File: config.mk
export PLATFORM = sky130hd
export DESIGN_NAME = bcd_counter_chain
export DESIGN_NICKNAME = d
export VERILOG_FILES = /design/src/rtl/bcd_counter_chain.sv
export SDC_FILE = /design/constraint.sdc
export NUM_CORES = 1
export LEC_CHECK = 0
export ABC_AREA = 1
export ABC_CLOCK_PERIOD_IN_PS = 1400
export BUFFER_PORTS_ARGS = -buffer_cell sky130_fd_sc_hd__buf_2
export CAP_MARGIN = 40
export CORE_MARGIN = 4
export CORE_UTILIZATION = 50
export CTS_CLUSTER_DIAMETER = 30
export DETAILED_ROUTE_END_ITERATION = 8
export HOLD_SLACK_MARGIN = 0.15
export PLACE_DENSITY = 0.88
export SETUP_SLACK_MARGIN = 0.15
export SYNTH_ARGS = -nofsm -noshare
export SYNTH_HDL_FRONTEND = slang
export SYNTH_SLANG_ARGS = --single-unit
File: constraint.sdc
create_clock -name clk -period 1.4 [get_ports clk]
set_input_delay 0.21 -clock clk [delete_from_list [all_inputs] [get_ports clk]]
set_output_delay 0.21 -clock clk [all_outputs]
set_load 0.02 [all_outputs]
File: src/rtl/bcd_counter_chain.sv
// Cascaded BCD counter with per-digit moduli, up/down, wrap/saturate, clear and lap capture.
// Latency 1 cycle, all outputs registered; no backpressure, one step per enabled clock.
module bcd_counter_chain #(
  parameter int                    N_DIGITS = 6,
  parameter logic [4*N_DIGITS-1:0] MODULI   = 24'h6A6AAA,
  parameter bit                    WRAP     = 1'b1
) (
  input  logic                  clk,
  input  logic                  res,
  input  logic                  ena,
  input  logic                  up,
  input  logic                  clr,
  input  logic                  lap,
  output logic [4*N_DIGITS-1:0] cnt,
  output logic [4*N_DIGITS-1:0] lap_cnt,
  output logic                  lap_valid,
  output logic                  ovf
);

  localparam int W = 4 * N_DIGITS;

  logic [N_DIGITS-1:0] at_max;
  logic [N_DIGITS-1:0] at_zero;
  logic [N_DIGITS-1:0] step_en;
  logic [W-1:0]        cnt_nxt;
  logic                at_bnd;

  // Carry/borrow enables are a pure AND prefix of per-digit terminal flags
  // decoded from the registered count, so every digit updates on the same edge.
  always_comb begin
    at_max  = '0;
    at_zero = '0;
    step_en = '0;
    cnt_nxt = cnt;
    for (int i = 0; i < N_DIGITS; i++) begin
      at_max[i]  = (cnt[4*i +: 4] == (MODULI[4*i +: 4] - 4'd1));
      at_zero[i] = (cnt[4*i +: 4] == 4'd0);
    end
    step_en[0] = 1'b1;
    for (int i = 1; i < N_DIGITS; i++) begin
      step_en[i] = step_en[i-1] & (up ? at_max[i-1] : at_zero[i-1]);
    end
    at_bnd = up ? (&at_max) : (&at_zero);
    for (int i = 0; i < N_DIGITS; i++) begin
      if (step_en[i]) begin
        if (up) begin
          cnt_nxt[4*i +: 4] = at_max[i] ? 4'd0 : (cnt[4*i +: 4] + 4'd1);
        end else begin
          cnt_nxt[4*i +: 4] = at_zero[i] ? (MODULI[4*i +: 4] - 4'd1) : (cnt[4*i +: 4] - 4'd1);
        end
      end
    end
  end

  always_ff @(posedge clk or posedge res) begin
    if (res) begin
      cnt       <= '0;
      lap_cnt   <= '0;
      lap_valid <= 1'b0;
      ovf       <= 1'b0;
    end else if (clr) begin
      cnt       <= '0;
      lap_cnt   <= '0;
      lap_valid <= 1'b0;
      ovf       <= 1'b0;
    end else begin
      ovf <= ena & at_bnd;
      if (lap) begin
        lap_cnt   <= cnt;
        lap_valid <= 1'b1;
      end
      // Saturating mode freezes the count on a boundary step but still flags it.
      if (ena && (WRAP || !at_bnd)) begin
        cnt <= cnt_nxt;
      end
    end
  end

endmodule

==> results.json, run 1 <==
{
  "synth-seq-cells": 50,
  "syn_nets": 376,
  "crit_path_start_kind": "flip-flop",
  "dp_hpwl_um": 6200,
  "rsz0062_at_grt": "true",
  "wirelength_um": 9360,
  "netlist-cell-type-count": 34,
  "num_rows": 27,
  "placed_area_mm2": 0.00374,
  "design_area_mm2": 0.00424,
  "overflow": 0,
  "drt.antenna.violating_nets": 0,
  "finalSetupViolCount": 17,
  "numCtsBuffers": 5,
  "viasPerCell": 5.78,
  "crit_arrival_ns": 1.74,
  "antenna_found_initial": 0,
  "layout_setup_ws_ns": -0.140,
  "wl_per_cell_um": 16.2,
  "route.vias.total": 3338,
  "clk_pin_slew_worst_paths_ns": 0.09,
  "fin_skew_ns": 0.00512,
  "cts.sinks": 50,
  "timing.final.crit_period_ns": 1.54,
  "pin_count": 56,
  "htree_levels": 2,
  "nets": 511,
  "synth_cells": 370,
  "maxCapViolCount": 0,
  "cts_tree": "done",
  "p_per_area_mw_per_mm2": 1620,
  "initial_core_util_pct": 51.8,
  "syn_avg_cell_area_um2": 7.71,
  "drc_errors": 0,
  "grtUsageTotal_pct": 25.9,
  "die_width_um": 83.5,
  "ctsRootBufferMaster": "clkbuf_8",
  "crit_required_ns": 1.60,
  "area_delta_synth_final_pct": 48.5,
  "p_leak_nw": 2.16,
  "total_power_mw": 6.87,
  "ys_seq_area_share_pct": 43.9,
  "grt_first_pass_wirelength_um": 15000,
  "die_area_mm2": 0.00698,
  "grt_pass1_vias": 3188,
  "cp_max_fo": 5,
  "crit_type": "reg2reg",
  "yosys-top-cells-area": "dfrtp_1, nand2_1, nand3_1, o21ai_0, inv_1",
  "num_antenna_cells": 0,
  "synth_top_area_share_pct": 43.9,
  "syn_area_mm2": 0.00285,
  "maxSlewHeadroom_pct": 46.1,
  "core-area_mm2": 0.00551,
  "synth_top_area_cell": "dfrtp_1",
  "status": "finished, violations left",
  "post-route-period-util_pct": 110,
  "numPortBuffers": 55,
  "failed_checks": "negative setup slack",
  "clk_latency_ns": 0.30,
  "max_freq_mhz": 649,
  "hold_violations": 0,
  "peakVddDrop_mv": 0.859,
  "n_fill_cell": 364,
  "drive_gt1_share_pct": 44.9,
  "grt_max_degree": 51,
  "slew_viol_final": 0,
  "firstDrtPassIters": 6,
  "die_h_um": 83.5,
  "cp-end-kind": "flip-flop",
  "drt-initial-drc-count": 270,
  "gp_congestion": 0.969,
  "worst_pin_slew_ns": 0.808,
  "clock_path_buffers": 2,
  "min_path_type": "in2reg",
  "yosysWarnings": 0
}
-- logic make-up (layout without fill, tap and decap cells) --
| logic type | Yosys count | after routing | share of synthesized area, % |
|---|---|---|---|
| and+or+nand+nor | 182 | 183 | 31.5 |
| AOI/OAI and AO/OA | 77 | 77 | 14.9 |
| buffers and inverters | 56 | 191 | 8.20 |
| DFF | 50 | 50 | 43.9 |
| xor gates and xnor gates | 5 | 5 | 1.54 |
-- critical path, stage by stage (launching register included) --
cell and delay [ns]:
dfrtp_2 0.47, nor2_2 0.17, nand2_2 0.08, nand2_2 0.07, nand2_2 0.07, nand2_2 0.09, nand3_4 0.11, nor2_8 0.17
nand2_4 0.08, nand2_1 0.06, nand2_1 0.05
-- layer usage --
metal | vias up | GRT usage [%] | wire length (um)
li1 | 1506 | - | -
met1 | 1603 | 34.5 | 3710
met2 | 197 | 42.9 | 4650
met3 | 32 | 4.44 | 794
met4 | 0 | 8.92 | 201
met5 | - | 0 | 0
-- final cells by class --
type | count | area [um^2] | share of cell area, %
flip-flops and latches | 50 | 1270 | 29.9
repair buffers | 139 | 1070 | 25.2
inverters | 44 | 185 | 4.37
multi-input cells | 265 | 1540 | 36.4
clock buffers | 8 | 80.1 | 1.89
well taps | 72 | 90.1 | 2.13
-- where the power goes --
part,leakage (nW),internal (mW),switching (mW)
Sequential,0.656,1.74,0.334
Clock,0.0395,0.356,0.463
Combinational,1.46,1.76,2.22
Total,2.16,3.85,3.02
-- through the flow --
step | setup WS (ns) | hold slack (ns) | std cells | util [%] | TNS, ns
2_1_floorplan | -0.137 | 0.252 | 370 | - | -1.11
3_3_place_gp | -0.0670 | 0.294 | 551 | 68.0 | -0.602
3_5_place_dp | -0.143 | 0.298 | 551 | 68.0 | -1.41
4_1_cts | -0.0674 | 0.173 | 574 | 74.2 | -0.444
5_1_grt | -0.205 | 0.176 | 578 | 76.9 | -2.74
6_report | -0.140 | 0.189 | 578 | 76.9 | -1.53
-- cells in the mapped netlist --
| cell | count |
|---|---|
| nand3_2 | 3 |
| nor2_1 | 20 |
| o211ai_1 | 4 |
| a31oi_1 | 5 |
| nand2_2 | 5 |
| o22ai_1 | 7 |
| o21ai_0 | 41 |
| bufinv_8 | 1 |
| nand2_4 | 3 |
| nand3_4 | 1 |
| xor2_1 | 5 |
| o31ai_1 | 2 |
| nor2_8 | 1 |
| o21ai_1 | 1 |
| nor3_1 | 4 |
| a32oi_1 | 1 |
| clkbuf_1 | 7 |
| inv_1 | 38 |
| nor4_1 | 1 |
| nand4_1 | 7 |
| nor2_4 | 4 |
| buf_2 | 2 |
| buf_1 | 1 |
| inv_2 | 5 |
| o21a_1 | 1 |
| nand3_1 | 41 |
| nand4_2 | 1 |
| nor2_2 | 4 |
| dfrtp_1 | 50 |
| o21ai_2 | 1 |
| nor3_2 | 1 |
| nand2_1 | 86 |
| buf_4 | 2 |
| a21oi_1 | 14 |
-- repair_timing --
action / 4_1_cts / 5_1_grt
hold endpoints to repair: 50 / 0
gates resized for setup: 46 / 39
gates cloned: 1 / 0
endpoints found under the setup margin: 29 / 39
hold buffers: 1 / 0
pin swaps: 21 / 11
buffers inserted: 13 / 5
-- state kept, by name, summed over array words and instances (netlist names) --
register and cells:
ovf 1, lap_cnt 24, cnt 24, lap_valid 1
-- placed cells by master, fill, tap and decap left out, types with 2 or more instances in the layout --
cell       n
buf_12     2
nand2_4    5
dfrtp_2   14
buf_4     70
nand4_1    7
nand2_1   66
dfrtp_1   36
buf_6     26
clkbuf_8   5
clkbuf_1   3
o21ai_1    3
nand3_4    3
nor2_2     2
o31ai_1    2
nor2_4    12
nand3_1   40
buf_2     40
xor2_1     5
inv_2     12
o22ai_2    2
o211ai_1   4
a21oi_1   13
o21ai_0   39
nand3_2    2
nor2_1    15
inv_1     29
nor3_1     4
a31oi_1    5
o22ai_1    5
nand2_2   23
-- path summary, 6_finish.rpt --
kind	slack (ns)	from	cells after the start	endpoint
min reg2reg	0.49	lap_valid$_DFFE_PP0P_	2	lap_valid$_DFFE_PP0P_
max	-0.14	cnt[5]$_DFFE_PP0P_	10	cnt[19]$_DFFE_PP0P_
min	0.19	clr	2	lap_valid$_DFFE_PP0P_
max in group asynchronous	0.65	res	4	cnt[9]$_DFFE_PP0P_
min in group asynchronous	0.51	res	4	cnt[13]$_DFFE_PP0P_
max reg2reg	-0.14	cnt[5]$_DFFE_PP0P_	10	cnt[19]$_DFFE_PP0P_
Note: power is estimated with default switching activity, not from simulation.
==> run 2, diff against run 1 <==
==> constraint.sdc (replaced) <==
create_clock -name clk -period 1.4 [get_ports clk]
set_input_delay 0.21 -clock clk [delete_from_list [all_inputs] [get_ports clk]]
set_output_delay 0.21 -clock clk [all_outputs]
set_load 0.1 [all_outputs]
==> run 2 against run 1 <==
Net effect: global-route usage grew 4.9 points; sequential power is 6% higher; worst setup slack got worse by 0.25 ns; worst hold slack worse by 0.027 ns; the flow still finishes with violations (negative setup slack).
==> results.json, run 2 (synthesized netlist as in run 1, its figures left out) <==
{
  "status": "finished, violations left",
  "failed_checks": "negative setup slack",
  "hold_violations": 0,
  "hold_start": "lap",
  "die_h_um": 83.5,
  "n_fill_cell": 230,
  "clk_latency_ns": 0.32,
  "total_power_mw": 9.98,
  "worst_pin_slew_ns": 0.412,
  "peakVddDrop_mv": 1.44,
  "max_freq_mhz": 557,
  "top_regs": "cnt (24), lap_cnt (24)",
  "firstDrtPassIters": 7,
  "grt_pass1_vias": 3687,
  "pin_count": 56,
  "finalSetupViolCount": 29,
  "reg2reg_from": "cnt[17]$_DFFE_PP0P_",
  "timing.final.crit_period_ns": 1.79,
  "die_area_mm2": 0.00698,
  "final_cell_mix": "buf_4, nand2_1, nand3_1",
  "die_width_um": 83.5,
  "drt.antenna.violating_nets": 0,
  "post-route-period-util_pct": 128,
  "ctsRootBufferMaster": "clkbuf_8",
  "numCtsBuffers": 5,
  "drt-initial-drc-count": 634,
  "route.vias.total": 3838,
  "placed_area_mm2": 0.00408,
  "nets": 526,
  "num_antenna_cells": 0,
  "dp_hpwl_um": 6640,
  "htree_levels": 2,
  "min_path_type": "in2reg",
  "layout_commonest_cell": "buf_4",
  "area_delta_synth_final_pct": 69.7,
  "p_leak_nw": 2.32,
  "numPortBuffers": 55,
  "viasPerCell": 6.48,
  "initial_core_util_pct": 51.8,
  "fin_skew_ns": 0.00794,
  "cp-end-kind": "flip-flop",
  "cp_max_fo": 4,
  "grtUsageTotal_pct": 30.8,
  "crit_path_start_kind": "flip-flop",
  "slew_viol_final": 0,
  "layout_setup_ws_ns": -0.395,
  "wl_per_cell_um": 22.4,
  "wirelength_um": 13300,
  "maxCapViolCount": 0,
  "crit_required_ns": 1.65,
  "maxSlewHeadroom_pct": 72.3,
  "cts.sinks": 50,
  "drc_errors": 0,
  "num_rows": 27,
  "finalSetupTns_ns": -5.09,
  "clock_path_buffers": 2,
  "grt_max_degree": 34,
  "p_per_area_mw_per_mm2": 2060,
  "crit_type": "reg2reg",
  "rsz0062_at_grt": "true",
  "design_area_mm2": 0.00484,
  "crit_arrival_ns": 2.05,
  "place_ws_ns": -0.231,
  "drive_gt1_share_pct": 51.2,
  "core-area_mm2": 0.00551,
  "clk_pin_slew_worst_paths_ns": 0.09,
  "overflow": 0,
  "grt_first_pass_wirelength_um": 17500,
  "crit_start": "cnt[17]$_DFFE_PP0P_",
  "antenna_found_initial": 0,
  "cts_tree": "done",
  "gp_congestion": 0.944
}
-- run 2: changes by cell type in the layout (fill, tap and decap cells not counted), sizes merged --
cell and delta:
dlygate4sd3 +1, clkbuf -1, buf +14
-- run 2: through the flow --
step	cells	hold WS [ns]	utilization [%]
floorplan	370	0.252	-
global placement	560	0.113	74.1
detailed placement	560	0.119	74.1
CTS	578	0.151	82.3
global route	592	0.152	87.9
finish	592	0.162	87.9
-- run 2: layout make-up --
class	instances	area (um^2)	area share (%)
Tap cell	72	90.1	1.86
Timing Repair Buffer	154	1540	31.9
Multi-Input combinational cell	265	1630	33.7
Clock buffer	7	86.3	1.78
Sequential cell	50	1300	26.8
Inverter	44	193	3.98
-- run 2: worst paths after layout --
check | cells past startpoint | endpoint | slack, ns
worst max-delay path | 8 | cnt[18]$_DFFE_PP0P_ | -0.39
worst min-delay path | 3 | lap_cnt[17]$_DFFE_PP0P_ | 0.16
worst max register to register | 8 | cnt[18]$_DFFE_PP0P_ | -0.39
worst min register to register | 2 | lap_cnt[10]$_DFFE_PP0P_ | 0.52
max in group asynchronous | 4 | cnt[4]$_DFFE_PP0P_ | 0.61
min in group asynchronous | 3 | lap_cnt[7]$_DFFE_PP0P_ | 0.34
-- run 2: per-layer routing --
metal  vias up  GRT usage (%)  wire length, um
met5         -              0                0
met1      1771           34.0             4450
met4         0           17.3             1320
met3       139           7.01             1530
met2       391           54.4             5980
li1       1537              -                -
-- run 2: worst max-delay path, cell delays in order, from the launching register on --
cell     delay (ns)
dfrtp_2        0.46
buf_6          0.14
nand2_1        0.16
nor2_1         0.12
o21ai_0        0.26
o21ai_0        0.15
nor2_1         0.17
nand3_1        0.15
nand2_1        0.12
-- run 2: power by group --
| group | leakage [nW] | total (mW) | switching (mW) | internal (mW) |
|---|---|---|---|---|
| Sequential | 0.640 | 2.20 | 0.412 | 1.79 |
| Clock | 0.0443 | 0.895 | 0.501 | 0.394 |
| Combinational | 1.64 | 6.88 | 4.52 | 2.36 |
-- run 2: repair_timing --
item	CTS	global route
resized for setup	82	57
pin swaps	23	23
cloned	1	0
setup endpoints to repair	72	46
buffers inserted	8	14
hold buffers	2	0
endpoints found under the hold margin	51	0
